$ cat config.mk
export PLATFORM = sky130hd
export DESIGN_NAME = dft_frame_sequencer
export DESIGN_NICKNAME = d
export VERILOG_FILES = /design/src/rtl/dft_frame_sequencer.sv
export SDC_FILE = /design/constraint.sdc
export NUM_CORES = 1
export LEC_CHECK = 0
export CAP_MARGIN = 20
export CORE_MARGIN = 2
export CORE_UTILIZATION = 43
export CTS_CLUSTER_DIAMETER = 120
export DETAILED_ROUTE_END_ITERATION = 6
export PLACE_DENSITY = 0.71
export SLEW_MARGIN = 15
export SYNTH_ARGS = -nofsm -noshare
export SYNTH_HDL_FRONTEND = slang
export SYNTH_SLANG_ARGS = --single-unit
$ cat constraint.sdc
create_clock -name clk_i -period 6.1 [get_ports clk_i]
set_input_delay 1.22 -clock clk_i [delete_from_list [all_inputs] [get_ports clk_i]]
set_output_delay 1.22 -clock clk_i [all_outputs]
set_load 0.01 [all_outputs]
$ cat src/rtl/dft_frame_sequencer.sv
// Frame controller for dft_accumulation: starts the accumulator, streams frame_len
// windowed samples, waits for the result and holds it until downstream takes it.
module dft_frame_sequencer #(
  parameter int IQ_WIDTH           = 16,
  parameter int SAMPLE_COUNT_WIDTH = 16,
  parameter int RESULT_TIMEOUT     = 1000
) (
  input  logic                                clk_i,
  input  logic                                rst_i,
  input  logic                                enable_i,
  input  logic [SAMPLE_COUNT_WIDTH-1:0]       frame_len_i,
  input  logic                                s_valid_i,
  output logic                                s_ready_o,
  input  logic signed [IQ_WIDTH-1:0]          s_i_i,
  input  logic signed [IQ_WIDTH-1:0]          s_q_i,
  output logic [SAMPLE_COUNT_WIDTH-1:0]       win_addr_o,
  output logic                                osc_restart_o,
  output logic                                osc_step_o,
  output logic                                dft_start_o,
  output logic                                dft_sample_valid_o,
  output logic                                dft_last_sample_o,
  output logic signed [IQ_WIDTH-1:0]          dft_i_o,
  output logic signed [IQ_WIDTH-1:0]          dft_q_o,
  input  logic                                dft_valid_i,
  input  logic                                dft_busy_i,
  output logic                                res_valid_o,
  input  logic                                res_ready_i,
  output logic [31:0]                         frame_cnt_o,
  output logic                                err_timeout_o
);

  localparam int SCW = SAMPLE_COUNT_WIDTH;
  localparam int TW  = $clog2(RESULT_TIMEOUT + 1);

  typedef enum logic [2:0] {IDLE, START, STREAM, WAIT_RES, HOLD} state_t;

  state_t          state;
  logic [SCW-1:0]  idx;
  logic [SCW-1:0]  last_idx;
  logic [TW-1:0]   wait_cnt;
  logic            smp_vld;
  logic            launch;
  logic            accept;

  // Start/restart are decoded in the IDLE cycle so a frame can begin right
  // after the result handshake; reset masks them so nothing leaks out.
  assign launch        = (state == IDLE) && enable_i && !dft_busy_i && !rst_i;
  assign dft_start_o   = launch;
  assign osc_restart_o = launch;
  assign accept        = s_valid_i && s_ready_o;

  // The ROM registers the address on the accept edge, so its data lines up
  // with the registered sample one cycle later.
  assign win_addr_o         = idx;
  assign dft_sample_valid_o = smp_vld;
  assign osc_step_o         = smp_vld;

  always_ff @(posedge clk_i or posedge rst_i) begin
    if (rst_i) begin
      state             <= IDLE;
      idx               <= '0;
      last_idx          <= '0;
      wait_cnt          <= '0;
      smp_vld           <= 1'b0;
      dft_last_sample_o <= 1'b0;
      dft_i_o           <= '0;
      dft_q_o           <= '0;
      s_ready_o         <= 1'b0;
      res_valid_o       <= 1'b0;
      frame_cnt_o       <= '0;
      err_timeout_o     <= 1'b0;
    end else begin
      smp_vld           <= 1'b0;
      dft_last_sample_o <= 1'b0;
      case (state)
        IDLE: begin
          if (launch) begin
            last_idx <= (frame_len_i == '0) ? '0 : frame_len_i - SCW'(1);
            idx      <= '0;
            state    <= START;
          end
        end
        START: begin
          s_ready_o <= 1'b1;
          state     <= STREAM;
        end
        STREAM: begin
          if (accept) begin
            dft_i_o           <= s_i_i;
            dft_q_o           <= s_q_i;
            smp_vld           <= 1'b1;
            dft_last_sample_o <= (idx == last_idx);
            if (idx == last_idx) begin
              s_ready_o <= 1'b0;
              wait_cnt  <= '0;
              state     <= WAIT_RES;
            end else begin
              idx <= idx + SCW'(1);
            end
          end
        end
        WAIT_RES: begin
          if (dft_valid_i) begin
            frame_cnt_o <= frame_cnt_o + 32'd1;
            res_valid_o <= 1'b1;
            state       <= HOLD;
          end else if (wait_cnt == TW'(RESULT_TIMEOUT - 1)) begin
            err_timeout_o <= 1'b1;
            state         <= IDLE;
          end else begin
            wait_cnt <= wait_cnt + TW'(1);
          end
        end
        HOLD: begin
          if (res_ready_i) begin
            res_valid_o <= 1'b0;
            state       <= IDLE;
          end
        end
        default: state <= IDLE;
      endcase
    end
  end

endmodule

==> run metrics <==
CTS tree built; drt first pass iters 5; Mapped Avg Cell Area 9.51 um2; layout cells sized above 1 7.22%; first-pass GRT wire length 22700 um; Worst Setup End Kind primary output; Switch Pwr just over 1 mW; Post-Synthesis Cell Area between 5000 and 6000 um2; Boundary Pins 143; Avg WL per Cell 14.9 um; GP Congestion roughly 0.86; final antenna-violating net count 0; area delta synth->final 37.4%; number of antenna violations at the first check in global routing 0; Crit Reg-Reg Startpoint state[1]; clock network power share 31.9%; htree depth 4; status complete, no violations; initial drt markers 480; routing usage on met1 about a quarter; Crit Path Max Fanout 39; most used routing layer met2; Clock Latency Late Sink 0.40 ns; vias 4882; antenna cells 0; die height approximately 120 um; TritonCTS Sinks 114; Mapped Cells 598; largest net degree at the start of global routing 69; setup_tns 0 ns; post-synth cell types 60; Final Hold Fails 0; Hold WC Path Type reg2reg; CP Launch Point rst_i; clk root buf clkbuf_16; CTS buffer count 17; Pint 2.14 mW; Pins Over Slew Limit 0; register area share after synthesis around half; Peak VDD IR 0.227 mV; fin crit period 4.63 ns; Warnings, synthesis 0; Reg clk slew, reported paths 0.05 ns; FMAX 216 MHz; Crit Path Class in2out; logic gate share of total power 31.3%; Mapped Nets 657; Slew headroom 34.5%; final net count 795; DP Wirelength a little under 10000 um; skew final 0.00961 ns; #FFs+latches synth ~110; Crit path top cell by count clkdlybuf4s50_1; total grt overflow 0; CP arrival approximately 3.4 ns; Flop pwr share around 37%; Vias/cell 5.28; cell with the most instances after synthesis nand2_1; top cells by area, synth dfrtp_1, nand2_1, xnor2_1; Post-synth EDFFs 0; area leader, netlist dfrtp_1; GR met2 Demand/Resource 32.7%; die outline width approximately 120 um; crit path capture osc_restart_o; Crit-path slowest cell clkdlybuf4s50_1; clk buf depth 2; worst stage delay on the critical path 0.61 ns; r2r endpoint win_addr_o[10]; RSZ-0062 raised after global routing no; Core Rows 42; met3 usage about 5.0%; ys async rst share 100%; switching share of total power between 30% and 40%; Post-CTS Hold Buffers 0; top-area cell type share of the netlist area 50.2%; worst hold slack 0.460 ns; Slew @ Worst Pin 0.975 ns; max_cap viols 0; final setup vio count 0; die area 14200 um2; Post-route DRC 0; leakage power figure 3.42 nW; initial core utilization 43.4%; final cycle utilization of the critical path between 70% and 80%; CP Launch Type input pin; vias in the first global route 4776; Fillers ~1000; setup bufs post-CTS 0; PortBufs about 140; R2R cell count 6; core area 13100 um2; Critical Path RT 4.88 ns; WL final 13800 um; post_cts resized 0; cells along the critical path clkdlybuf4s50_1 -> nor4b_1 -> nand2_1 -> buf_4 -> inv_1 -> clkdlybuf4s50_1; GRT Total Usage 20.0%; Pwr Density 405 nW/um2; commonest cells in the netlist nand2_1, dfrtp_1, nor2_1, xnor2_1, xor2_1; Top FF cell, synth dfrtp_1; r2r setup slk 3.27 ns
-- registers in the layout, summed over array words and instances, names as in the netlist --
signal and cells:
win_addr_o 16, frame_cnt_o 32, wait_cnt 10, res_valid_o 1
err_timeout_o 1, dft_q_o 16, last_idx 16, dft_last_sample_o 1
state 3, dft_i_o 16, dft_sample_valid_o 1, s_ready_o 1
-- logic make-up (layout without fill, tap and decap cells) --
kind of cell,count (synthesis),in the layout,synth area share (%)
fa+ha+maj,4,4,0.881
xor+xnor,59,59,9.22
buf+inv,42,192,3.96
flops,114,114,50.2
compound gates,65,65,8.01
mux,7,7,1.28
simple gates,307,307,26.5
-- worst max-delay path, delay by kind of cell --
family                 cells  cell delay (ns)
buffers and inverters      4             1.64
and+or+nand+nor            2             0.55
-- routing by layer --
layer  part of all wire, %  wire, um  up-vias
li1                      -         -     2340
met1                    44      6020     2349
met2                    49      6790      169
met3                   5.2       717       24
met4                   1.8       248        0
met5                     0         0        -
-- power by group through the flow --
stage	clock network, mW	registers [mW]	logic [mW]
6_report	1.01	1.16	0.987
3_5_place_dp	0	1.17	0.995
2_1_floorplan	0	1.17	0.533
4_1_cts	1.03	1.16	1.00
3_3_place_gp	0	1.16	0.964
5_1_grt	1.07	1.19	1.08
-- cell type report --
cell class	count	area, um2	area share, %
clock buffer	27	513	6.57
clock inverter	4	95.1	1.22
inverter	14	55.1	0.705
sequential	114	2850	36.5
tap	176	220	2.82
timing repair buffer	147	1470	18.8
multi-input combinational	442	2610	33.4
-- cells in the final DEF, fill, tap and decap left out, drive strengths merged, types with 2 or more instances in the layout --
cell type / instances
a21oi: 4
xor2: 28
and3: 13
or4: 4
a41oi: 6
mux2i: 5
nor2: 40
a32oi: 4
or3: 4
mux2: 2
a31oi: 6
ha: 4
bufinv: 3
and2: 3
o41ai: 2
o21ai: 18
nor4: 16
xnor2: 31
nand4: 13
buf: 5
clkdlybuf4s50: 142
a311o: 2
inv: 14
nand4b: 3
clkbuf: 27
dfrtp: 114
nand2: 165
o211ai: 3
a21o: 3
nor3: 12
o31ai: 10
and4: 3
nand3: 25
-- stage by stage --
| stage | area, um2 | util [%] | setup slack, ns | instances | power (mW) |
|---|---|---|---|---|---|
| global route | 7810 | 59.7 | 1.33 | 924 | 3.35 |
| floorplan | 5680 | - | 1.86 | 598 | 1.71 |
| CTS | 7810 | 59.7 | 1.46 | 924 | 3.19 |
| detailed placement | 7200 | 55.0 | 1.48 | 893 | 2.17 |
| finish | 7810 | 59.7 | 1.47 | 924 | 3.16 |
| global placement | 7190 | 54.9 | 1.48 | 892 | 2.13 |
-- worst min-delay path by stage --
stage / from / to / cells past startpoint
after global routing: dft_q_o[15] / dft_q_o[15] / 2
after CTS: err_timeout_o / err_timeout_o / 1
final: err_timeout_o / err_timeout_o / 1
after floorplan: last_idx[13] / last_idx[13] / 2
after global placement: err_timeout_o / err_timeout_o / 1
after detailed placement: err_timeout_o / err_timeout_o / 1
No activity file was read; power rests on OpenSTA's default activity.
